[config.mk]
export PLATFORM = sky130hd
export DESIGN_NAME = pixel_fetch
export DESIGN_NICKNAME = d
export VERILOG_FILES = /design/src/rtl/pixel_fetch_pkg.sv /design/src/rtl/pixel_fetch_fifo.sv /design/src/rtl/pixel_fetch.sv
export SDC_FILE = /design/constraint.sdc
export NUM_CORES = 2
export LEC_CHECK = 0
export CAP_MARGIN = 20
export CORE_UTILIZATION = 56
export CTS_CLUSTER_SIZE = 28
export DETAILED_ROUTE_END_ITERATION = 8
export PLACE_DENSITY = 0.76
export SYNTH_ARGS = -nofsm -noshare
export SYNTH_HDL_FRONTEND = slang
export SYNTH_SLANG_ARGS = --single-unit
export TNS_END_PERCENT = 50
[constraint.sdc]
create_clock -name clk -period 4 [get_ports clk]
set_input_delay 1.2 -clock clk [delete_from_list [all_inputs] [get_ports clk]]
set_output_delay 1.2 -clock clk [all_outputs]
set_load 0.1 [all_outputs]
[src/rtl/pixel_fetch_pkg.sv]
// Shared types and defaults for the pixel_fetch frame streamer.
package pixel_fetch_pkg;

    typedef enum logic [1:0] {
        ST_IDLE  = 2'd0,
        ST_FETCH = 2'd1,
        ST_DRAIN = 2'd2
    } state_e;

    typedef struct packed {
        logic [4:0] red;
        logic [5:0] green;
        logic [4:0] blue;
    } rgb565_t;

    localparam int unsigned FRAME_WORDS_DEF = 38400;
    localparam int unsigned FIFO_DEPTH_DEF  = 64;

    // A memory word carries two pixels; the upper half is shown first.
    function automatic rgb565_t word_pixel(input logic [31:0] word, input logic second);
        rgb565_t px;
        if (second) begin
            px = rgb565_t'(word[15:0]);
        end else begin
            px = rgb565_t'(word[31:16]);
        end
        return px;
    endfunction

endpackage

[src/rtl/pixel_fetch_fifo.sv]
// Synchronous show-ahead word FIFO with occupancy count; DEPTH must be a power of two.
module pixel_fetch_fifo #(
    parameter int unsigned WIDTH = 32,
    parameter int unsigned DEPTH = 64,
    localparam int unsigned AW   = $clog2(DEPTH),
    localparam int unsigned CW   = $clog2(DEPTH + 1)
) (
    input  logic             clk,
    input  logic             reset,
    input  logic             clr,
    input  logic             wr_en,
    input  logic [WIDTH-1:0] wr_data,
    input  logic             rd_en,
    output logic [WIDTH-1:0] rd_data,
    output logic             empty,
    output logic [CW-1:0]    count
);

    logic [WIDTH-1:0] mem_r [DEPTH];
    logic [AW-1:0]    wr_ptr_r;
    logic [AW-1:0]    rd_ptr_r;
    logic [CW-1:0]    count_r;
    logic             wr_ok_s;
    logic             rd_ok_s;

    assign wr_ok_s = wr_en && (count_r != CW'(DEPTH));
    assign rd_ok_s = rd_en && (count_r != {CW{1'b0}});

    // Storage array write port.
    always_ff @(posedge clk) begin
        if (wr_ok_s) begin
            mem_r[wr_ptr_r] <= wr_data;
        end
    end

    // Pointer and occupancy bookkeeping; pointers wrap naturally.
    always_ff @(posedge clk) begin
        if (reset || clr) begin
            wr_ptr_r <= {AW{1'b0}};
            rd_ptr_r <= {AW{1'b0}};
            count_r  <= {CW{1'b0}};
        end else begin
            if (wr_ok_s) begin
                wr_ptr_r <= wr_ptr_r + AW'(1'b1);
            end
            if (rd_ok_s) begin
                rd_ptr_r <= rd_ptr_r + AW'(1'b1);
            end
            case ({wr_ok_s, rd_ok_s})
                2'b10:   count_r <= count_r + CW'(1'b1);
                2'b01:   count_r <= count_r - CW'(1'b1);
                default: count_r <= count_r;
            endcase
        end
    end

    assign rd_data = mem_r[rd_ptr_r];
    assign empty   = (count_r == {CW{1'b0}});
    assign count   = count_r;

endmodule

[src/rtl/pixel_fetch.sv]
// Fetches one frame of RGB565 word pairs over Avalon-MM and streams pixels on Avalon-ST.
// Build macro PIXEL_FETCH_UNDERFLOW_CNT_EN adds the saturating sink-starvation counter.
module pixel_fetch
    import pixel_fetch_pkg::*;
#(
    parameter int unsigned FRAME_WORDS = FRAME_WORDS_DEF,
    parameter int unsigned FIFO_DEPTH  = FIFO_DEPTH_DEF
) (
    input  logic        clk,
    input  logic        reset,
    input  logic        start,
    input  logic [23:0] frame_base,
    output logic        busy,
    output logic        done,
    output logic        avm_read,
    output logic [23:0] avm_address,
    input  logic        avm_waitrequest,
    input  logic [31:0] avm_readdata,
    input  logic        avm_readdatavalid,
    output logic        aso_valid,
    output logic [15:0] aso_data,
    output logic        aso_sop,
    output logic        aso_eop,
    input  logic        aso_ready,
    output logic [31:0] underflow_count
);

    localparam int unsigned WI_W = $clog2(FRAME_WORDS + 1);
    localparam int unsigned PX_W = $clog2(2 * FRAME_WORDS);
    localparam int unsigned CW   = $clog2(FIFO_DEPTH + 1);
    localparam int unsigned CRW  = CW + 1;

    localparam logic [WI_W-1:0] WORDS_ALL = WI_W'(FRAME_WORDS);
    localparam logic [PX_W-1:0] PIX_LAST  = PX_W'(2 * FRAME_WORDS - 1);
    localparam logic [CRW-1:0]  CREDIT_MAX = CRW'(FIFO_DEPTH);

    state_e          state_r;
    state_e          state_s;
    logic            read_r;
    logic            read_s;
    logic [23:0]     addr_r;
    logic [23:0]     addr_s;
    logic [WI_W-1:0] words_r;
    logic [WI_W-1:0] words_next_s;
    logic [CW-1:0]   pending_r;
    logic [CW-1:0]   pending_next_s;
    logic [PX_W-1:0] pix_r;
    logic            half_r;
    logic            busy_r;
    logic            done_r;

    logic            start_ok_s;
    logic            accept_s;
    logic            rdv_s;
    logic            pix_acc_s;
    logic            pop_s;
    logic            last_pix_s;
    logic [CRW-1:0]  credit_s;
    logic [31:0]     fifo_word_s;
    logic            fifo_empty_s;
    logic [CW-1:0]   fifo_count_s;

    assign start_ok_s     = start && (state_r == ST_IDLE);
    assign accept_s       = read_r && !avm_waitrequest;
    assign rdv_s          = avm_readdatavalid && (state_r != ST_IDLE);
    assign pix_acc_s      = aso_valid && aso_ready;
    assign pop_s          = pix_acc_s && half_r;
    assign last_pix_s     = pix_acc_s && (pix_r == PIX_LAST);
    assign words_next_s   = words_r + WI_W'(accept_s);
    assign pending_next_s = pending_r + CW'(accept_s) - CW'(rdv_s);
    // Words in flight plus words buffered after this cycle's accept and pop.
    assign credit_s       = {1'b0, pending_r} + {1'b0, fifo_count_s}
                          + CRW'(accept_s) - CRW'(pop_s);

    pixel_fetch_fifo #(
        .WIDTH (32),
        .DEPTH (FIFO_DEPTH)
    ) u_fifo (
        .clk     (clk),
        .reset   (reset),
        .clr     (start_ok_s),
        .wr_en   (rdv_s),
        .wr_data (avm_readdata),
        .rd_en   (pop_s),
        .rd_data (fifo_word_s),
        .empty   (fifo_empty_s),
        .count   (fifo_count_s)
    );

    // Next-state and next request decode.
    always_comb begin
        state_s = state_r;
        read_s  = 1'b0;
        addr_s  = addr_r;
        case (state_r)
            ST_IDLE: begin
                if (start_ok_s) begin
                    state_s = ST_FETCH;
                    read_s  = 1'b1;
                    addr_s  = frame_base;
                end else begin
                    state_s = ST_IDLE;
                end
            end
            ST_FETCH: begin
                if (read_r && avm_waitrequest) begin
                    read_s = 1'b1;
                end else begin
                    read_s = (words_next_s < WORDS_ALL) && (credit_s < CREDIT_MAX);
                end
                if (accept_s) begin
                    addr_s = addr_r + 24'd4;
                end else begin
                    addr_s = addr_r;
                end
                if (accept_s && (words_next_s == WORDS_ALL)) begin
                    state_s = ST_DRAIN;
                end else begin
                    state_s = ST_FETCH;
                end
            end
            ST_DRAIN: begin
                if (last_pix_s) begin
                    state_s = ST_IDLE;
                end else begin
                    state_s = ST_DRAIN;
                end
            end
            default: begin
                state_s = ST_IDLE;
            end
        endcase
    end

    // State and Avalon-MM request registers.
    always_ff @(posedge clk) begin
        if (reset) begin
            state_r <= ST_IDLE;
            read_r  <= 1'b0;
            addr_r  <= 24'd0;
        end else begin
            state_r <= state_s;
            read_r  <= read_s;
            addr_r  <= addr_s;
        end
    end

    // Frame progress counters: words requested, words in flight, pixels delivered.
    always_ff @(posedge clk) begin
        if (reset || start_ok_s) begin
            words_r   <= {WI_W{1'b0}};
            pending_r <= {CW{1'b0}};
            pix_r     <= {PX_W{1'b0}};
            half_r    <= 1'b0;
        end else begin
            words_r   <= words_next_s;
            pending_r <= pending_next_s;
            if (pix_acc_s) begin
                pix_r  <= pix_r + PX_W'(1'b1);
                half_r <= ~half_r;
            end
        end
    end

    // Frame status flags.
    always_ff @(posedge clk) begin
        if (reset) begin
            busy_r <= 1'b0;
            done_r <= 1'b0;
        end else if (start_ok_s) begin
            busy_r <= 1'b1;
            done_r <= 1'b0;
        end else begin
            done_r <= (state_r == ST_DRAIN) && last_pix_s;
            busy_r <= busy_r && !((state_r == ST_DRAIN) && last_pix_s);
        end
    end

`ifdef PIXEL_FETCH_UNDERFLOW_CNT_EN
    logic [31:0] underflow_r;

    // Counts cycles the sink waited on an empty pipeline during a frame.
    always_ff @(posedge clk) begin
        if (reset || start_ok_s) begin
            underflow_r <= 32'd0;
        end else if (busy_r && aso_ready && !aso_valid && (underflow_r != 32'hFFFF_FFFF)) begin
            underflow_r <= underflow_r + 32'd1;
        end else begin
            underflow_r <= underflow_r;
        end
    end

    assign underflow_count = underflow_r;
`else
    assign underflow_count = 32'd0;
`endif

    assign busy        = busy_r;
    assign done        = done_r;
    assign avm_read    = read_r;
    assign avm_address = addr_r;
    assign aso_valid   = !fifo_empty_s;
    assign aso_data    = word_pixel(fifo_word_s, half_r);
    assign aso_sop     = aso_valid && (pix_r == {PX_W{1'b0}});
    assign aso_eop     = aso_valid && (pix_r == PIX_LAST);

endmodule
==> impl_results.md <==
- Fin area: 98400 um2
- Sequential power share: 0.551
- Top FF cell, synth: edfxtp_1
- Share of layout cells above drive strength 1: 0.325
- Combinational power share: 0.033
- Fmax: 195 MHz
- Routed len/inst: 34.0 um
- Die width: 388 um
- WHS: 0.486 ns
- Total CTS buffers: 200
- Starting Density: 0.564
- Drt pass-1 iters: 5
- Hold-fix buffers at CTS: 0
- Final Setup Violations: 16
- Final-report hold violation count: 0
- #FFs+latches synth: 2143
- Worst-Skew Late Latency: 0.83 ns
- DRC errors left: 0
- Crit path cell chain: buf_8 -> buf_16 -> buf_4 -> mux4_2 -> mux2i_2 -> o22ai_2 -> nor4_4 -> buf_4 -> o211ai_1 -> clkbuf_16
- Clock tree sinks: 2143
- Area of the multi-input gates: 20000 um2
- Sw Ratio: 0.209
- Post-DRT Antenna Nets: 0
- Final setup TNS: -15.72 ns
- IO buf count: 107
- Status: finished, violations left
- Max_slew headroom: 0.286
- Worst-path clk slew: 0.06 ns
- Area post-placement: 90200 um2
- Worst-Margin Slew: 1.07 ns
- Fin cells: 6459
- Final Skew: 0.0187 ns
- Core area: 148000 um2
- Cells after Synth: 3862
- Worst min-delay path category: reg2reg
- Clock tree buffer depth: 3
- Post-synth EDFFs: 2048
- Critical-path top delay cell: mux4_2
- Post-DP HPWL: 115 mm
- Die area: 150000 um2
- Peak supply drop: 0.493 mV
- Internal power: 0.0354 W
- Arrival @ worst endpoint: 3.93 ns
- Final nets: 4461
- First-pass GRT wire length: 310 mm
- Slowest stage delay, CP: 0.56 ns
- RePlAce Congestion: 0.836
- # H-tree levels: 4
- Pwr dens: 455 nW/um2
- # fillers: 8742
- Synth warn: 0
- Pre-CTS WS: -0.943 ns
- Vias: 43500
- Drt initial violations: 6298
- Mean Syn Cell Area: 21.6 um2
- Failing checks: negative setup slack
- Sw power: 0.00935 W
- Setup crit end kind: primary output
- Overall routed net length: 220 mm
- Synthesized cell area: 83300 um2
- Critical path type: reg2out
- Pleak: 30.1 nW
- Vias per cell: 6.73
- Fin crit share: 1.28
- Cell variety after synth: 58
- Total stage count of the critical path: 10
- CP top delay family: buffers and inverters
- CP Max Fanout: 8
- Synth async-reset ratio: 0
- Ports: 140
- Storage element area: 63400 um2
- Slack of the critical path: -1.13 ns
- Crit path time final: 5.13 ns
- Synth-to-layout area growth: 18.1%
- Max-slew violations: 0
- Die Y: 388 um
- Post-synthesis sequential area ratio: 0.761
- Worst Hold Depth: 2
- FP Rows: 141
- Most frequent cells in the layout: edfxtp_1 (2048), mux4_2 (560), buf_4 (242)
- Most frequent cell on the critical path: buf_4
- Clk network pwr share: 0.416
- Grt total ovfl: 0
- R2R depth: 13
- RSZ-0062 raised after global routing: yes
- Max Cap Violations: 0
- Critical Path Source Type: register
- CP required: 2.80 ns
- Antenna violations before repair: 10
- Root buf cell: clkbuf_16
- GRT Util Overall: 0.292
- Cell count after placement: 6018
- Buf/Inv on CP: 5
- Reg2Reg Setup Slack: 0.40 ns
- Most common cell after layout, fill and taps aside: edfxtp_1
- CTS tree: yes
- Pin count of the biggest net entering global routing: 65
- Vias in the first global route: 43900
-- cell type report --
class / instances / area share
timing repair buffer: 503 / 0.0623
tap: 1930 / 0.0245
multi-input combinational: 1472 / 0.203
clock inverter: 99 / 0.00913
antenna: 5 / 0.000127
inverter: 43 / 0.00164
clock buffer: 264 / 0.0550
sequential: 2143 / 0.644
-- path summary, 6_finish.rpt --
kind                   start         endpoint
max                 register     aso_data[13]
min           avm_address[0]   avm_address[0]
max reg2reg  u_fifo.count[2]  u_fifo.count[6]
min reg2reg   avm_address[0]   avm_address[0]
-- power by group through the flow --
stage,logic (W),clock network [W],registers (W)
2_1_floorplan,0.000614,0,0.0253
3_3_place_gp,0.00141,0,0.0251
3_5_place_dp,0.00145,0,0.0251
4_1_cts,0.00147,0.0187,0.0247
5_1_grt,0.00157,0.0196,0.0247
6_report,0.00149,0.0186,0.0247
-- layer usage --
| metal | global-route usage | vias up | share of wire | wire length, um |
|---|---|---|---|---|
| met1 | 0.387 | 22700 | 0.35 | 77300 |
| met2 | 0.478 | 3122 | 0.50 | 110000 |
| li1 | - | 17100 | - | - |
| met5 | 0 | - | 0.00013 | 29 |
| met4 | 0.127 | 4 | 0.042 | 9250 |
| met3 | 0.0546 | 469 | 0.11 | 23300 |
-- Yosys cell counts (32+ instances only) --
cell / number / area share
clkbuf_1: 103 / 0.0046
nand3_1: 41 / 0.0025
mux2i_1: 179 / 0.022
nor2_1: 156 / 0.0070
buf_4: 33 / 0.0030
dfxtp_1: 95 / 0.023
ha_1: 34 / 0.0051
o211ai_1: 32 / 0.0029
buf_1: 39 / 0.0018
mux4_2: 560 / 0.15
inv_1: 43 / 0.0019
buf_2: 59 / 0.0035
o21ai_0: 36 / 0.0022
a21oi_1: 55 / 0.0033
edfxtp_1: 2048 / 0.74
o22ai_1: 68 / 0.0051
nand2_1: 49 / 0.0022
-- tightest hold or removal path, cell delays in order, from the launching register on --
cell and delay (ns):
dfxtp_1 0.31, o21ai_0 0.07, a21oi_1 0.07
-- sequential cells by signal, summed over array words and instances, names as in the netlist, named ones only --
signal / cells
avm_address: 24
avm_read: 1
busy: 1
done: 1
half_r: 1
pending_r: 7
pix_r: 17
state_r: 2
u_fifo.count: 7
u_fifo.mem_r: 2048
u_fifo.rd_ptr_r: 6
u_fifo.wr_ptr_r: 6
words_r: 16
-- per-stage QoR --
| step | utilization | power, W |
|---|---|---|
| after floorplan | - | 0.0259 |
| after global routing | 0.666 | 0.0458 |
| final | 0.666 | 0.0447 |
| after global placement | 0.611 | 0.0265 |
| after CTS | 0.662 | 0.0448 |
| after detailed placement | 0.611 | 0.0266 |
-- cell families (layout without fill, tap and decap cells) --
kind of cell               Yosys count  in the layout  synth area share
DFF                               2143           2143             0.761
muxes                              739            739             0.173
and+or+nand+nor                    372            372            0.0220
buffers and inverters              278            909            0.0149
AOI/OAI and AO/OA                  246            246            0.0185
xor gates and xnor gates            47             47           0.00494
adders and majority gates           36             36           0.00559
other                                1             37         0.0000450
-- timing repair --
| item | in CTS | in global routing |
|---|---|---|
| endpoints found under the setup margin | 16 | 16 |
| buffers inserted | 37 | 26 |
| resized for setup | 130 | 55 |
| cloned | 8 | 2 |
| pin swaps | 23 | 24 |
Note: power is estimated with default switching activity, not from simulation.
